[src/rtl/atm_pkg.sv]
// Shared ATM definitions: state codes, datapath status codes and menu options.
// Used by atm_session_fsm and by the transaction datapath.
package atm_pkg;

    typedef enum logic [3:0] {
        ST_IDLE                      = 4'd0,
        ST_ACC_NUM                   = 4'd1,
        ST_PIN_INPUT                 = 4'd2,
        ST_MENU                      = 4'd3,
        ST_SHOW_BALANCES             = 4'd4,
        ST_CONVERT_CURRENCY          = 4'd5,
        ST_SELECT_CURRENCY_CONVERT_1 = 4'd6,
        ST_SELECT_CURRENCY_CONVERT_2 = 4'd7,
        ST_WITHDRAW                  = 4'd8,
        ST_SELECT_AMOUNT_WITHDRAW    = 4'd9,
        ST_TRANSFER                  = 4'd10,
        ST_SELECT_CURRENCY_TRANSFER  = 4'd11,
        ST_SELECT_AMOUNT_TRANSFER    = 4'd12,
        ST_ERROR                     = 4'd13,
        ST_SUCCESS                   = 4'd14
    } atm_state_e;

    localparam logic [3:0] SC_ACC_FOUND     = 4'd1;
    localparam logic [3:0] SC_ACC_NOT_FOUND = 4'd2;
    localparam logic [3:0] SC_PIN_CORRECT   = 4'd3;
    localparam logic [3:0] SC_PIN_INCORRECT = 4'd4;
    localparam logic [3:0] SC_AMT_VALID     = 4'd5;
    localparam logic [3:0] SC_AMT_INVALID   = 4'd6;
    localparam logic [3:0] SC_EXIT          = 4'd7;

    localparam logic [1:0] MENU_SHOW_BALANCES = 2'd0;
    localparam logic [1:0] MENU_CONVERT       = 2'd1;
    localparam logic [1:0] MENU_WITHDRAW      = 2'd2;
    localparam logic [1:0] MENU_TRANSFER      = 2'd3;

    function automatic logic is_checked_state(input atm_state_e s);
        return (s == ST_ACC_NUM) || (s == ST_PIN_INPUT) ||
               (s == ST_SELECT_AMOUNT_WITHDRAW) || (s == ST_SELECT_AMOUNT_TRANSFER);
    endfunction

    function automatic logic is_msg_state(input atm_state_e s);
        return (s == ST_ERROR) || (s == ST_SUCCESS);
    endfunction

    // States in which the inactivity timer is allowed to run
    function automatic logic is_timed_state(input atm_state_e s);
        return (s != ST_IDLE) && !is_msg_state(s);
    endfunction

endpackage

[src/rtl/atm_hold_timer.sv]
// Loadable down-counter; done is high in the last counted cycle so the
// consumer acts on the edge where the count expires.
module atm_hold_timer #(
    parameter int WIDTH = 8
) (
    input  logic             clk,
    input  logic             rst_n,
    input  logic             load,
    input  logic [WIDTH-1:0] load_val,
    input  logic             en,
    output logic             done
);

    logic [WIDTH-1:0] count_r;

    // Count register: load has priority, otherwise count down to zero while enabled
    always_ff @(posedge clk or negedge rst_n) begin
        if (!rst_n) begin
            count_r <= {WIDTH{1'b0}};
        end else if (load) begin
            count_r <= load_val;
        end else if (en && (count_r != {WIDTH{1'b0}})) begin
            count_r <= count_r - WIDTH'(1);
        end else begin
            count_r <= count_r;
        end
    end

    assign done = en && (count_r == WIDTH'(1));

endmodule

[src/rtl/atm_session_fsm.sv]
// ATM session controller: state sequencing, PIN retries, status checks and
// message hold. Optional inactivity timeout enabled by `define ATM_TIMEOUT_EN.
module atm_session_fsm
    import atm_pkg::*;
#(
    parameter int MAX_PIN_TRIES   = 3,
    parameter int CHECK_LAT       = 2,
    parameter int MSG_HOLD_CYCLES = 8,
    parameter int TIMEOUT_CYCLES  = 1000
) (
    input  logic        clk,
    input  logic        rst_n,
    input  logic        enter,
    input  logic        cancel,
    input  logic [1:0]  menuOption,
    input  logic [3:0]  status_code,
    output logic [3:0]  current_state,
    output logic [15:0] state_onehot,
    output logic        authenticated,
    output logic [1:0]  tries_left,
    output logic        busy,
    output logic        timeout_pulse
);

    localparam int HOLD_MAX = (CHECK_LAT > MSG_HOLD_CYCLES) ? CHECK_LAT : MSG_HOLD_CYCLES;
    localparam int HOLD_W   = $clog2(HOLD_MAX + 1);
    localparam logic [1:0] TRIES_MAX = 2'(MAX_PIN_TRIES);

    atm_state_e  state_r, state_n;
    logic [15:0] onehot_r;
    logic        auth_r, auth_n;
    logic [1:0]  tries_r, tries_n;
    logic        busy_r, busy_n;
    logic        tmo_pulse_r;
    logic        start_check_s;
    logic        hold_load_s;
    logic [HOLD_W-1:0] hold_val_s;
    logic        hold_done_s;
    logic        tmo_fire_s;

    // One timer serves both the check latency and the message hold; they never overlap
    atm_hold_timer #(.WIDTH(HOLD_W)) u_hold_timer (
        .clk      (clk),
        .rst_n    (rst_n),
        .load     (hold_load_s),
        .load_val (hold_val_s),
        .en       (1'b1),
        .done     (hold_done_s)
    );

`ifdef ATM_TIMEOUT_EN
    localparam int TMO_W = $clog2(TIMEOUT_CYCLES + 1);
    logic tmo_evt_s;
    logic tmo_load_s;
    logic tmo_done_s;

    assign tmo_evt_s  = !busy_r && !is_msg_state(state_r) &&
                        (enter || (cancel && (state_r != ST_IDLE)));
    assign tmo_load_s = !is_timed_state(state_r) || tmo_evt_s;

    atm_hold_timer #(.WIDTH(TMO_W)) u_tmo_timer (
        .clk      (clk),
        .rst_n    (rst_n),
        .load     (tmo_load_s),
        .load_val (TMO_W'(TIMEOUT_CYCLES)),
        .en       (!busy_r),
        .done     (tmo_done_s)
    );

    assign tmo_fire_s = tmo_done_s && is_timed_state(state_r);
`else
    // No inactivity counter in this build
    assign tmo_fire_s = 1'b0 && (TIMEOUT_CYCLES < 0);
`endif

    // Next-state, session bookkeeping and timer load decisions
    always_comb begin
        state_n       = state_r;
        auth_n        = auth_r;
        tries_n       = tries_r;
        busy_n        = busy_r;
        start_check_s = 1'b0;
        hold_load_s   = 1'b0;
        hold_val_s    = {HOLD_W{1'b0}};

        if (tmo_fire_s) begin
            state_n = ST_IDLE;
            auth_n  = 1'b0;
            tries_n = TRIES_MAX;
            busy_n  = 1'b0;
        end else if (busy_r) begin
            if (hold_done_s) begin
                busy_n = 1'b0;
                case (state_r)
                    ST_ACC_NUM: begin
                        case (status_code)
                            SC_ACC_FOUND:     state_n = ST_PIN_INPUT;
                            SC_ACC_NOT_FOUND: state_n = ST_ERROR;
                            SC_EXIT: begin
                                state_n = ST_IDLE;
                                auth_n  = 1'b0;
                                tries_n = TRIES_MAX;
                            end
                            default:          state_n = ST_ERROR;
                        endcase
                    end
                    ST_PIN_INPUT: begin
                        case (status_code)
                            SC_PIN_CORRECT: begin
                                state_n = ST_MENU;
                                auth_n  = 1'b1;
                                tries_n = TRIES_MAX;
                            end
                            SC_PIN_INCORRECT: begin
                                if (tries_r <= 2'd1) begin
                                    tries_n = 2'd0;
                                    state_n = ST_ERROR;
                                end else begin
                                    tries_n = tries_r - 2'd1;
                                    state_n = ST_PIN_INPUT;
                                end
                            end
                            SC_EXIT: begin
                                state_n = ST_IDLE;
                                auth_n  = 1'b0;
                                tries_n = TRIES_MAX;
                            end
                            default:        state_n = ST_ERROR;
                        endcase
                    end
                    ST_SELECT_AMOUNT_WITHDRAW, ST_SELECT_AMOUNT_TRANSFER: begin
                        case (status_code)
                            SC_AMT_VALID:   state_n = ST_SUCCESS;
                            SC_AMT_INVALID: state_n = ST_ERROR;
                            SC_EXIT: begin
                                state_n = ST_IDLE;
                                auth_n  = 1'b0;
                                tries_n = TRIES_MAX;
                            end
                            default:        state_n = ST_ERROR;
                        endcase
                    end
                    default: begin
                        state_n = ST_IDLE;
                        auth_n  = 1'b0;
                        tries_n = TRIES_MAX;
                    end
                endcase
            end else begin
                busy_n = 1'b1;
            end
        end else if (is_msg_state(state_r)) begin
            if (hold_done_s) begin
                if (auth_r) begin
                    state_n = ST_MENU;
                end else begin
                    state_n = ST_IDLE;
                    tries_n = TRIES_MAX;
                end
            end else begin
                state_n = state_r;
            end
        end else if (cancel && (state_r != ST_IDLE)) begin
            if ((state_r == ST_MENU) || !auth_r) begin
                state_n = ST_IDLE;
                auth_n  = 1'b0;
                tries_n = TRIES_MAX;
            end else begin
                state_n = ST_MENU;
            end
        end else if (enter) begin
            if (is_checked_state(state_r)) begin
                busy_n        = 1'b1;
                start_check_s = 1'b1;
            end else begin
                case (state_r)
                    ST_IDLE:                      state_n = ST_ACC_NUM;
                    ST_MENU: begin
                        case (menuOption)
                            MENU_SHOW_BALANCES: state_n = ST_SHOW_BALANCES;
                            MENU_CONVERT:       state_n = ST_CONVERT_CURRENCY;
                            MENU_WITHDRAW:      state_n = ST_WITHDRAW;
                            MENU_TRANSFER:      state_n = ST_TRANSFER;
                            default:            state_n = ST_MENU;
                        endcase
                    end
                    ST_SHOW_BALANCES:             state_n = ST_MENU;
                    ST_CONVERT_CURRENCY:          state_n = ST_SELECT_CURRENCY_CONVERT_1;
                    ST_SELECT_CURRENCY_CONVERT_1: state_n = ST_SELECT_CURRENCY_CONVERT_2;
                    ST_SELECT_CURRENCY_CONVERT_2: state_n = ST_SUCCESS;
                    ST_WITHDRAW:                  state_n = ST_SELECT_AMOUNT_WITHDRAW;
                    ST_TRANSFER:                  state_n = ST_SELECT_CURRENCY_TRANSFER;
                    ST_SELECT_CURRENCY_TRANSFER:  state_n = ST_SELECT_AMOUNT_TRANSFER;
                    default:                      state_n = state_r;
                endcase
            end
        end else begin
            state_n = state_r;
        end

        if (start_check_s) begin
            hold_load_s = 1'b1;
            hold_val_s  = HOLD_W'(CHECK_LAT);
        end else if (is_msg_state(state_n) && !is_msg_state(state_r)) begin
            hold_load_s = 1'b1;
            hold_val_s  = HOLD_W'(MSG_HOLD_CYCLES);
        end else begin
            hold_load_s = 1'b0;
            hold_val_s  = {HOLD_W{1'b0}};
        end
    end

    // State and output registers; the one-hot copy is registered from the next state
    always_ff @(posedge clk or negedge rst_n) begin
        if (!rst_n) begin
            state_r     <= ST_IDLE;
            onehot_r    <= 16'h0001;
            auth_r      <= 1'b0;
            tries_r     <= TRIES_MAX;
            busy_r      <= 1'b0;
            tmo_pulse_r <= 1'b0;
        end else begin
            state_r     <= state_n;
            onehot_r    <= 16'd1 << state_n;
            auth_r      <= auth_n;
            tries_r     <= tries_n;
            busy_r      <= busy_n;
            tmo_pulse_r <= tmo_fire_s;
        end
    end

    assign current_state = state_r;
    assign state_onehot  = onehot_r;
    assign authenticated = auth_r;
    assign tries_left    = tries_r;
    assign busy          = busy_r;
    assign timeout_pulse = tmo_pulse_r;

endmodule

[config.mk]
export PLATFORM = sky130hd
export DESIGN_NAME = atm_session_fsm
export DESIGN_NICKNAME = d
export VERILOG_FILES = /design/src/rtl/atm_pkg.sv /design/src/rtl/atm_hold_timer.sv /design/src/rtl/atm_session_fsm.sv
export SDC_FILE = /design/constraint.sdc
export NUM_CORES = 1
export LEC_CHECK = 0
export BUFFER_PORTS_ARGS = -buffer_cell sky130_fd_sc_hd__buf_2
export CORE_ASPECT_RATIO = 1.75
export CORE_MARGIN = 2
export CORE_UTILIZATION = 35
export DETAILED_ROUTE_END_ITERATION = 7
export SKIP_LAST_GASP = 1
export SLEW_MARGIN = 10
export SYNTH_ARGS = -nofsm -noshare
export SYNTH_HDL_FRONTEND = slang
export SYNTH_SLANG_ARGS = --single-unit
[constraint.sdc]
create_clock -name clk -period 4.64 [get_ports clk]
set_clock_uncertainty 0.05 [all_clocks]
set_input_delay 0.928 -clock clk [delete_from_list [all_inputs] [get_ports clk]]
set_output_delay 0.928 -clock clk [all_outputs]
set_load 0.005 [all_outputs]
---- Yosys cells after proc, flatten, opt, wreduce, memory -nomap -nowiden ----
Index checks and enable logic that the tools add are counted.
storage, ports and cells
  register bits ........................... 28
  output and inout bits ................... 25
  word-level logic and storage cells ...... 114
cells by class
  $add $sub $neg .......................... 2
  $lt $le $gt $ge ......................... 1
  equality and inequality tests ........... 32
  shift operators ......................... 1
  muxes and demuxes ....................... 48
  reduce and logical (&&, ||, !) cells .... 24
operators with widths
  operator                                           number
  two-way mux 4 bit                                  12
  == test 4 bit (second input constant)              9
  case mux 4 bit (9 select lines)                    1
  == test 4 x 3 -> 1 bit (second input constant)     7
  case mux 4 bit (3 select lines)                    2
  two-way mux 2 bit                                  11
  case mux 4 bit (2 select lines)                    2
  case mux 4 bit (4 select lines)                    1
  << shifter 1 x 4 -> 16 bit (first input constant)  1
  two-way mux 1 bit                                  15
  == test 4 x 1 -> 1 bit (second input constant)     3
  == test 4 x 2 -> 1 bit (second input constant)     3
  case mux 2 bit (2 select lines)                    2
  nonzero test 4 bit                                 2
  AND reduction 7 bit                                1
  logical OR 1 bit                                   6
  AND reduction 6 bit                                1
  nonzero test 2 bit                                 3
  nonzero test 3 bit                                 2
  == test 2 bit (second input constant)              2
  logical NOT 4 bit                                  1
  != test 2 bit (second input constant)              2
  != test 4 x 2 -> 1 bit (second input constant)     1
  != test 4 x 3 -> 1 bit (second input constant)     1
  other kinds (13)                                   17

---- Logic depth before layout (Yosys ltp) ----
  depth in word-level cells ............... 15
  mapped depth ............................ 9
  mapped depth without buffers ............ 8

---- Cells and area by module ----
A second synthesis with hierarchy kept.
unflattened totals
  cell total of the unflattened synthesis .. 200
  area, all modules ....................... 1736.7 µm²
modules (own cells, without submodules)
  module           instances  cells an instance  area an instance (µm²)  seq. area each (µm²)
  atm_session_fsm  1          170                1470.2                  604.3
  atm_hold_timer   1          30                 266.5                   100.1

---- Worst setup path after synthesis ----
No wires, ideal clock.
  kind .................................... input-to-reg
  start ................................... input port status_code[0]
  end ..................................... register u_hold_timer.count_r[3]
  library setup time ...................... 0.122 ns
  arrival time ............................ 2.619 ns
  required time ........................... 4.468 ns
  slack ................................... 1.850 ns
  stages .................................. 7
  cells stage by stage .................... or4b_4 o21ba_1 o22ai_2 a211oi_2 a2111oi_4 xor2_1 a32o_1
on the way
  longest elaborated chain between the ends .. 11
  elaborated cells on any way between the ends .. 21
  those cells by class .................... eq/ne (7); mux (11); reduce/logical (3)
RTL lines
  element                                                  RTL line                                                               text
  start, declared                                          atm_session_fsm.sv:16                                                  input logic [3:0] status_code,
  == test 4 x 3 -> 1 bit (tied with other cells)           atm_session_fsm.sv:96, atm_session_fsm.sv:108, atm_session_fsm.sv:132
  case mux 4 bit (3 select lines) (tied with other cells)  atm_session_fsm.sv:108                                                 case (status_code)
  case mux 4 bit (3 select lines) *                        atm_session_fsm.sv:94                                                  case (state_r)
  two-way mux 4 bit *                                      atm_session_fsm.sv:92                                                  if (hold_done_s) begin
  two-way mux 4 bit *                                      atm_session_fsm.sv:91                                                  end else if (busy_r) begin
  == test 4 bit                                            atm_pkg.sv:42                                                          return (s == ST_ERROR) || (s == ST_SUCCESS);
  logical OR 1 bit *                                       atm_pkg.sv:42
  logical AND 1 bit *                                      atm_session_fsm.sv:204                                                 end else if (is_msg_state(state_n) && !is_msg_state(state_r)) begin
  two-way mux 4 bit or two-way mux 1 bit (tied branches)   atm_session_fsm.sv:204
  two-way mux 4 bit or two-way mux 1 bit (tied branches)   atm_session_fsm.sv:201                                                 if (start_check_s) begin
  two-way mux 4 bit or nonzero test 2 bit (tied branches)  -
  end signal, assigned                                     atm_hold_timer.sv:19                                                   count_r <= {WIDTH{1'b0}};
  end signal, assigned                                     atm_hold_timer.sv:21                                                   count_r <= load_val;
  end signal, assigned                                     atm_hold_timer.sv:23                                                   count_r <= count_r - WIDTH'(1);
  end, declared                                            atm_hold_timer.sv:14                                                   logic [WIDTH-1:0] count_r;
Mark *: on every way between the ends. The rest lies on a longest branch, timed or not.
A chain may end at the register's enable or synchronous reset.

---- Worst setup path in the final report ----
  start ................................... input port status_code[1]
  end ..................................... register u_hold_timer.count_r[3]
The elaborated chain is that of the path after synthesis.

==> flow_summary.json <==
{
  "die_w_um": 56.7,
  "path_buf_inv": 1,
  "min_period_over_period_pct": 60.2,
  "htree_levels": 1,
  "drt_pre_antenna_iters": 4,
  "synth_area_leaders": "dfrtp_1 37%, nor2_1 7.3%, dfstp_2 4.6%",
  "synth_cell_types": 57,
  "crit_fanout": 7,
  "drt_iter0_drc": 47,
  "yosys_warnings": 0,
  "rrSetupSlack_ns": 1.91,
  "core_sq_um": 4670,
  "leakage_nw": 0.944,
  "post-route-util_pct": 42.1,
  "grt_util_all_layers_pct": 15.6,
  "setup_viol": 0,
  "async_reset_ff_share_pct": 100,
  "grt_max_degree": 29,
  "cts-buffers-inserted": 3,
  "synth.cell_area_sq_um": 1700,
  "drive_gt1_share_pct": 21.5,
  "crit-reg2reg-launch": "current_state[2]",
  "initial_core_util_pct": 36.5,
  "cpMaxStageDelayCell": "or4b_4",
  "worst_slack_ns": 1.85,
  "rows": 33,
  "synth_top_area_share_pct": 36.8,
  "slew_headroom_pct": 60.4,
  "grt_first_pass_wirelength_um": 6770,
  "die_h_um": 96.2,
  "fill_cells": 480,
  "final_area_sq_um": 1970,
  "placed_cells_incl_taps": 276,
  "drc": 0,
  "clk_root_buffer_cell": "clkbuf_8",
  "cp.arrival_ns": 2.91,
  "vias_per_cell": 5.46,
  "grt_remaining_overflow": 0,
  "synth-edff-count": 0,
  "routed_wl_um": 3930,
  "ys_seq_area_share_pct": 41.4,
  "outcome": "finished clean",
  "required_ns": 4.76,
  "postCtsHoldBufs": 0,
  "ioPinCount": 35,
  "hold_start": "tries_left[1]",
  "cts_tree": "yes",
  "fin_crit_ns": 2.79,
  "syn_inst": 199,
  "max_freq_mhz": 358,
  "routedWlPerCell_um": 14.0,
  "finalNonFillerCells": 280,
  "peakVddDrop_v": 0.000446,
  "ys_dominant_reg_cell": "dfrtp_1",
  "syn2layout_area_growth_pct": 15.5,
  "hold_viol": 0,
  "ant_nets": 0,
  "worstMarginPinSlew_ns": 0.593,
  "fin_tns_setup_ns": 0,
  "max-cap-violations": 0,
  "antennaDiodeCount": 0,
  "syn_area_per_cell_sq_um": 8.55,
  "finalMaxSlewViolations": 0,
  "ys_ff_latch": 28,
  "post_cts_buffers": 0,
  "cts.sinks": 28,
  "path_clk_slew_ns": 0.09,
  "dr_total_vias": 1528,
  "ctsResizeCount": 0,
  "synth_top_cell_by_area": "dfrtp_1",
  "clock_latency_ns": 0.27,
  "p_per_area_nw_per_um2": 657,
  "whs_path_depth": 2,
  "critPathTopFamily": "compound AO/OA/AOI/OAI gates",
  "finalWeightedCongestion": 0.856,
  "rsz0062_at_grt": "false",
  "slowest_delay_ns": 0.53,
  "syn_nets": 211,
  "antenna_found_initial": 0,
  "reg2regPathDepth": 7,
  "dp_hpwl_um": 3010,
  "clock_tree.buffer_depth": 2,
  "hold_end": "tries_left[1]",
  "worstSetupPathType": "in -> reg",
  "final_nets": 241,
  "dieArea_sq_um": 5460,
  "hp-class": "reg -> reg",
  "final_cell_mix": "33 x nor2_1, 33 x buf_2, 25 x dfrtp_1, 15 x a21oi_1, 14 x nand2_1",
  "grt_pass1_vias": 1499,
  "r2r-end": "u_hold_timer.count_r[3]",
  "startpoint_type": "primary input",
  "portBuffers": 33,
  "crit_path_end_kind": "flip-flop",
  "path_cells": "buf_2 > or4b_4 > o21ba_1 > o22ai_2 > a211oi_2 > a2111oi_4 > xor2_1 > a32o_1",
  "place_ws_ns": 1.56,
  "place_area_sq_um": 1890
}
==> worst max path at each step <==
stage	startpoint	endpoint	slack, ns	cells after the start
finish	status_code[1]	u_hold_timer.count_r[3]	1.85	8
global route	status_code[1]	u_hold_timer.count_r[3]	1.66	8
CTS	status_code[1]	u_hold_timer.count_r[1]	1.84	8
detailed placement	status_code[1]	u_hold_timer.count_r[1]	1.56	8
global placement	status_code[1]	u_hold_timer.count_r[3]	1.59	8
floorplan	status_code[0]	u_hold_timer.count_r[3]	1.85	7
==> cell type report <==
| type | count | area (sq um) | area share, % |
|---|---|---|---|
| Tap cell | 52 | 65.1 | 3.31 |
| Clock inverter | 1 | 30.0 | 1.53 |
| Clock buffer | 3 | 41.3 | 2.10 |
| Multi-Input combinational cell | 150 | 911 | 46.3 |
| Sequential cell | 28 | 704 | 35.8 |
| Inverter | 13 | 48.8 | 2.48 |
| Timing Repair Buffer | 33 | 165 | 8.40 |
==> power by group <==
group          switching, mW  total (mW)  internal [mW]
clock                 0.0701       0.186          0.115
combinational          0.398       0.675          0.276
sequential             0.106       0.432          0.326
==> cells by family after synthesis <==
logic type | Yosys count | synth area share [%]
muxes | 1 | 0.662
DFF | 28 | 41.4
and+or+nand+nor | 87 | 25.7
adders and majority gates | 2 | 1.47
AOI/OAI and AO/OA | 56 | 24.0
other | 1 | 0.220
xor gates and xnor gates | 3 | 1.54
buffers and inverters | 21 | 5.07
==> sequential cells by signal, summed over array words and instances, names as in the netlist <==
register	count
busy	1
tries_left	2
state_onehot	16
authenticated	1
u_hold_timer.count_r	4
current_state	4
==> worst reg2reg max path, delay by kind of cell (launching register included) <==
kind	cells	cell delay, ns
and+or+nand+nor	1	0.71
AOI/OAI and AO/OA	5	1.04
xor gates and xnor gates	1	0.23
DFF	1	0.59
==> through the flow <==
| stage | hold WS [ns] | power, mW |
|---|---|---|
| 6_report | 0.475 | 1.29 |
| 5_1_grt | 0.556 | 1.43 |
| 4_1_cts | 0.488 | 1.31 |
| 3_5_place_dp | 0.476 | 1.12 |
| 3_3_place_gp | 0.458 | 1.11 |
| 2_1_floorplan | 0.440 | 0.927 |
==> cell usage after synthesis (all sizes together), types with 2 or more instances <==
| library cell | number |
|---|---|
| a211oi | 3 |
| a21o | 2 |
| a21oi | 15 |
| a31oi | 6 |
| and2 | 2 |
| buf | 4 |
| clkbuf | 4 |
| dfrtp | 25 |
| dfstp | 3 |
| ha | 2 |
| inv | 12 |
| nand2 | 14 |
| nand2b | 8 |
| nand3 | 5 |
| nand4 | 2 |
| nor2 | 33 |
| nor3 | 5 |
| nor3b | 2 |
| o211ai | 2 |
| o21ai | 9 |
| o221ai | 2 |
| o22ai | 3 |
| or2 | 3 |
| or3 | 3 |
| or4b | 2 |
| xnor2 | 2 |
==> metal layers <==
| layer | track usage [%] | vias to the layer above | wire [um] |
|---|---|---|---|
| met5 | 0 | - | 0 |
| met4 | 7.94 | 0 | 116 |
| met3 | 1.21 | 12 | 134 |
| met2 | 26.5 | 47 | 1990 |
| met1 | 19.8 | 705 | 1690 |
| li1 | - | 764 | - |
Power figures use the tool's default switching activity.
